$ cat config.mk
export PLATFORM = sky130hd
export DESIGN_NAME = req_arbiter_4
export DESIGN_NICKNAME = d
export VERILOG_FILES = /design/src/rtl/req_arbiter_4.sv
export SDC_FILE = /design/constraint.sdc
export NUM_CORES = 1
export LEC_CHECK = 0
export CAP_MARGIN = 10
export CORE_UTILIZATION = 55
export DETAILED_ROUTE_END_ITERATION = 6
export PLACE_DENSITY = 0.76
export SKIP_CTS_REPAIR_TIMING = 1
export SKIP_LAST_GASP = 1
export SLEW_MARGIN = 10
export SYNTH_ARGS = -nofsm -noshare
export SYNTH_HDL_FRONTEND = slang
export SYNTH_SLANG_ARGS = --single-unit
$ cat constraint.sdc
create_clock -name clk -period 1.9 [get_ports clk]
set_clock_uncertainty 0.1 [all_clocks]
set_input_delay 0.19 -clock clk [delete_from_list [all_inputs] [get_ports clk]]
set_output_delay 0.19 -clock clk [all_outputs]
set_load 0.005 [all_outputs]
$ cat src/rtl/req_arbiter_4.sv
// Four-way request arbiter: fixed priority (req[3] highest) with grant locking,
// a max-hold timeout that forces a one-cycle gap, and a starvation boost.
module req_arbiter_4 #(
    parameter int unsigned MAX_HOLD     = 8,
    parameter int unsigned STARVE_LIMIT = 6
) (
    input  logic       clk,
    input  logic       rst_n,
    input  logic [3:0] req,
    output logic [3:0] gnt,
    output logic [1:0] gnt_id,
    output logic       gnt_valid,
    output logic       busy,
    output logic       hold_expired
);

    typedef enum logic [1:0] {
        IDLE,
        GRANT,
        GAP
    } state_t;

    localparam logic [7:0] HOLD_LAST  = 8'(MAX_HOLD - 1);
    localparam logic [3:0] STARVE_MAX = 4'(STARVE_LIMIT);

    state_t     state;
    logic [7:0] hold_cnt;
    logic [3:0] wait_cnt [4];
    logic [3:0] starved;
    logic [3:0] cand;
    logic [1:0] win_id;

    // Starved requesters form their own priority tier above plain requests.
    always_comb begin
        starved = '0;
        for (int unsigned i = 0; i < 4; i++) begin
            starved[i] = req[i] && (wait_cnt[i] == STARVE_MAX);
        end
        cand   = (starved != '0) ? starved : req;
        win_id = '0;
        for (int unsigned i = 0; i < 4; i++) begin
            if (cand[i]) begin
                win_id = 2'(i);
            end
        end
    end

    always_ff @(posedge clk or negedge rst_n) begin
        if (!rst_n) begin
            state        <= IDLE;
            gnt          <= '0;
            gnt_id       <= '0;
            gnt_valid    <= 1'b0;
            busy         <= 1'b0;
            hold_expired <= 1'b0;
            hold_cnt     <= '0;
            for (int unsigned i = 0; i < 4; i++) begin
                wait_cnt[i] <= '0;
            end
        end else begin
            for (int unsigned i = 0; i < 4; i++) begin
                if (!req[i] || gnt[i]) begin
                    wait_cnt[i] <= '0;
                end else if (wait_cnt[i] != STARVE_MAX) begin
                    wait_cnt[i] <= wait_cnt[i] + 4'd1;
                end
            end

            hold_expired <= 1'b0;

            case (state)
                IDLE, GAP: begin
                    if (req != '0) begin
                        state     <= GRANT;
                        gnt       <= 4'b0001 << win_id;
                        gnt_id    <= win_id;
                        gnt_valid <= 1'b1;
                        busy      <= 1'b1;
                        hold_cnt  <= '0;
                    end else begin
                        state     <= IDLE;
                        gnt       <= '0;
                        gnt_id    <= '0;
                        gnt_valid <= 1'b0;
                        busy      <= 1'b0;
                    end
                end
                GRANT: begin
                    if (!req[gnt_id] || (hold_cnt == HOLD_LAST)) begin
                        state        <= GAP;
                        gnt          <= '0;
                        gnt_id       <= '0;
                        gnt_valid    <= 1'b0;
                        busy         <= 1'b1;
                        // A voluntary drop takes precedence over a coincident timeout.
                        hold_expired <= req[gnt_id];
                    end else begin
                        hold_cnt <= hold_cnt + 8'd1;
                    end
                end
                default: begin
                    state     <= IDLE;
                    gnt       <= '0;
                    gnt_id    <= '0;
                    gnt_valid <= 1'b0;
                    busy      <= 1'b0;
                end
            endcase
        end
    end

endmodule

==> results.cfg <==
[clocking]
ctsRootBufferMaster = clkbuf_4
cts.sinks = 35
clock_latency_ps = 350
htree_levels = 2
cts_tree = done
clockBufferDepth = 2
clk_pin_slew_ps = 100
numCtsBuffers = 5

[die]
core_sq_um = 3103
die_y_microns = 59.44
rows = 20
start_util_pct = 58.47
die_area_sq_um = 3533
ios = 15
die_w_microns = 59.44

[yosys]
ys_seq_area_share_pct = 48.28
synth_nets = 190
ys_types = 45
ys_async_sr_fraction_pct = 100.0
yosys_warnings = 0
synth_edf_count = 0
ys_ff_latch = 35
syn-cell-area_sq_um = 1814
ys.flop_type = dfrtp_1
postSynthAreaPerCell_sq_um = 10.37
synthCells = 175

[outcome]
status = complete, no violations

[routing]
ant_nets = 0
drc = 0
vias = 1482
first_iter_violations = 96
routedWlPerCell_microns = 14.96
wirelength_microns = 3874
dr.pass1.iters = 4
viasPerCell = 5.722

[pwr]
p_total_mw = 2.265
p_sw_share_pct = 35.00
switchingPower_uw = 792.9
pwr_density_cell_nw_per_um2 = 1020
combPwrFrac_pct = 36.8
p_leak_nw = 0.9955
seq_power_share_pct = 45.9
p_clk_share_pct = 17.4
intPower_mw = 1.473
ir_drop_uv = 697.1

[setup_path]
critical_path_required_ps = 2040
slowest_stage = or4_4
path_cells = or4_4, nor3_4, nor2_2, a211o_2
crit_path_max_incr_delay_ps = 570
rr_worst_depth = 4
worstPathMaxFanout = 6
critPathKind = reg -> reg
start_kind = flip-flop
endpoint_kind = flip-flop
arrival_ps = 1960

[grt]
grt_max_degree = 36
antenna_found_initial = 0
grt_pass1_wl_microns = 6610
grt_pass1_vias = 1460
track_usage_pct = 26.22
grt_remaining_overflow = 0

[final_layout]
drive_gt1_share_pct = 19.53
fin_nets = 229
layout_common_cells = dfrtp_1, nor2_1, buf_4, clkdlybuf4s50_1, nand2_1
insertedDiodeCount = 0
synthToLayoutAreaGrowth_pct = 22.41
final_common_cell = dfrtp_1

[sta]
maxSlewViolCount = 0
hold_ws_ps = 138.0
fin_crit_sh_pct = 95.60
clock.fmax_mhz = 550.5
fin_ws_ps = 83.63
setup_viol = 0
setup_tns_ps = 0
slew_headroom_pct = 66.59
timing.final.hold_violations = 0
rsz0062_at_grt = no
tightest_slew_ps = 499.3
finalCriticalPeriod_ps = 1816

[min_path]
hold_path_class = in -> async

[placement]
place_congestion = 0.8916
place.port_buffers = 14
place_ws_ps = -86.46
dp_hpwl_microns = 2816

[flow_run]
max_cap_viol_count = 0
-- Yosys cell counts, types with 2 or more instances --
cell type | instances | share of area [%]
o21ai_0 | 5 | 1.4
xor2_1 | 2 | 0.97
o211ai_1 | 2 | 0.83
a21oi_1 | 9 | 2.5
inv_1 | 7 | 1.4
and3_1 | 2 | 0.69
xnor2_1 | 7 | 3.4
nor3_1 | 5 | 1.4
nand4b_1 | 5 | 2.4
a21o_1 | 2 | 0.83
nor2_1 | 19 | 3.9
nand4_1 | 2 | 0.69
dfrtp_1 | 35 | 48
nand2_1 | 11 | 2.3
nand3b_1 | 4 | 1.7
nor2b_1 | 2 | 0.69
a211oi_1 | 4 | 1.7
o311ai_0 | 2 | 0.97
ha_1 | 9 | 6.2
o31ai_1 | 4 | 1.7
nand3_1 | 9 | 2.5
nand2b_1 | 5 | 1.7
-- power by group through the flow --
stage	clock [mW]	sequential, mW	combinational [mW]
2_1_floorplan	0	1.03	0.441
4_1_cts	0.405	1.04	0.799
3_5_place_dp	0	1.05	0.791
6_report	0.393	1.04	0.833
3_3_place_gp	0	1.04	0.768
5_1_grt	0.433	1.05	0.914
-- through the flow --
stage	util, %	cell area, sq um	cells
floorplan	-	1814	175
global placement	68.02	2111	246
detailed placement	68.02	2111	246
CTS	69.72	2163	254
global route	71.57	2221	259
finish	71.57	2221	259
-- per-layer routing --
layer	up-vias	GRT usage (%)	wire length [microns]
met5	-	0	0
met4	0	13.27	78
met3	9	5.022	175
met2	41	42.86	1837
met1	712	33.09	1783
li1	720	-	-
-- worst max-delay path, delay by kind of cell (launching register included) --
| family | cells | cell delay, ps |
|---|---|---|
| and+or+nand+nor | 3 | 840 |
| DFF | 1 | 440 |
| AOI/OAI and AO/OA | 1 | 330 |
-- path summary, 6_finish.rpt --
path                                   from     endpoint  slack (ps)
worst max-delay path            hold_cnt[5]    gnt_id[0]          80
worst min-delay path                  rst_n  wait_cnt[7]         140
worst max register to register  hold_cnt[5]    gnt_id[0]          80
worst min register to register     state[1]     state[1]         350
max in group asynchronous             rst_n    gnt_id[0]        1260
min in group clk                   state[1]     state[1]         350
-- flip-flops by register name (all words and copies together) (netlist names) --
| name | flops |
|---|---|
| wait_cnt | 16 |
| hold_cnt | 8 |
| gnt | 4 |
| gnt_id | 2 |
| state | 2 |
| busy | 1 |
| gnt_valid | 1 |
| hold_expired | 1 |
-- cell families (layout without fill, tap and decap cells) --
group | count (synthesis) | in the layout | synth area share, %
AND/OR/NAND/NOR | 76 | 76 | 24.00
AO/OA/AOI/OAI | 36 | 36 | 13.72
flip-flops | 35 | 35 | 48.28
adder cells (fa/ha/maj) | 9 | 9 | 6.207
XOR/XNOR | 9 | 9 | 4.345
buffers and inverters | 8 | 48 | 1.655
multiplexers | 2 | 2 | 1.793
-- final cells by class --
cell class / instances / area [sq um]
clock inverters: 3 / 15.01
repair buffers: 33 / 282.8
well taps: 44 / 55.05
multi-input cells: 132 / 928.4
inverters: 7 / 26.28
flip-flops and latches: 35 / 875.8
clock buffers: 5 / 37.54
fillers: 259 / 882.1
(Power assumes the default switching activity.)
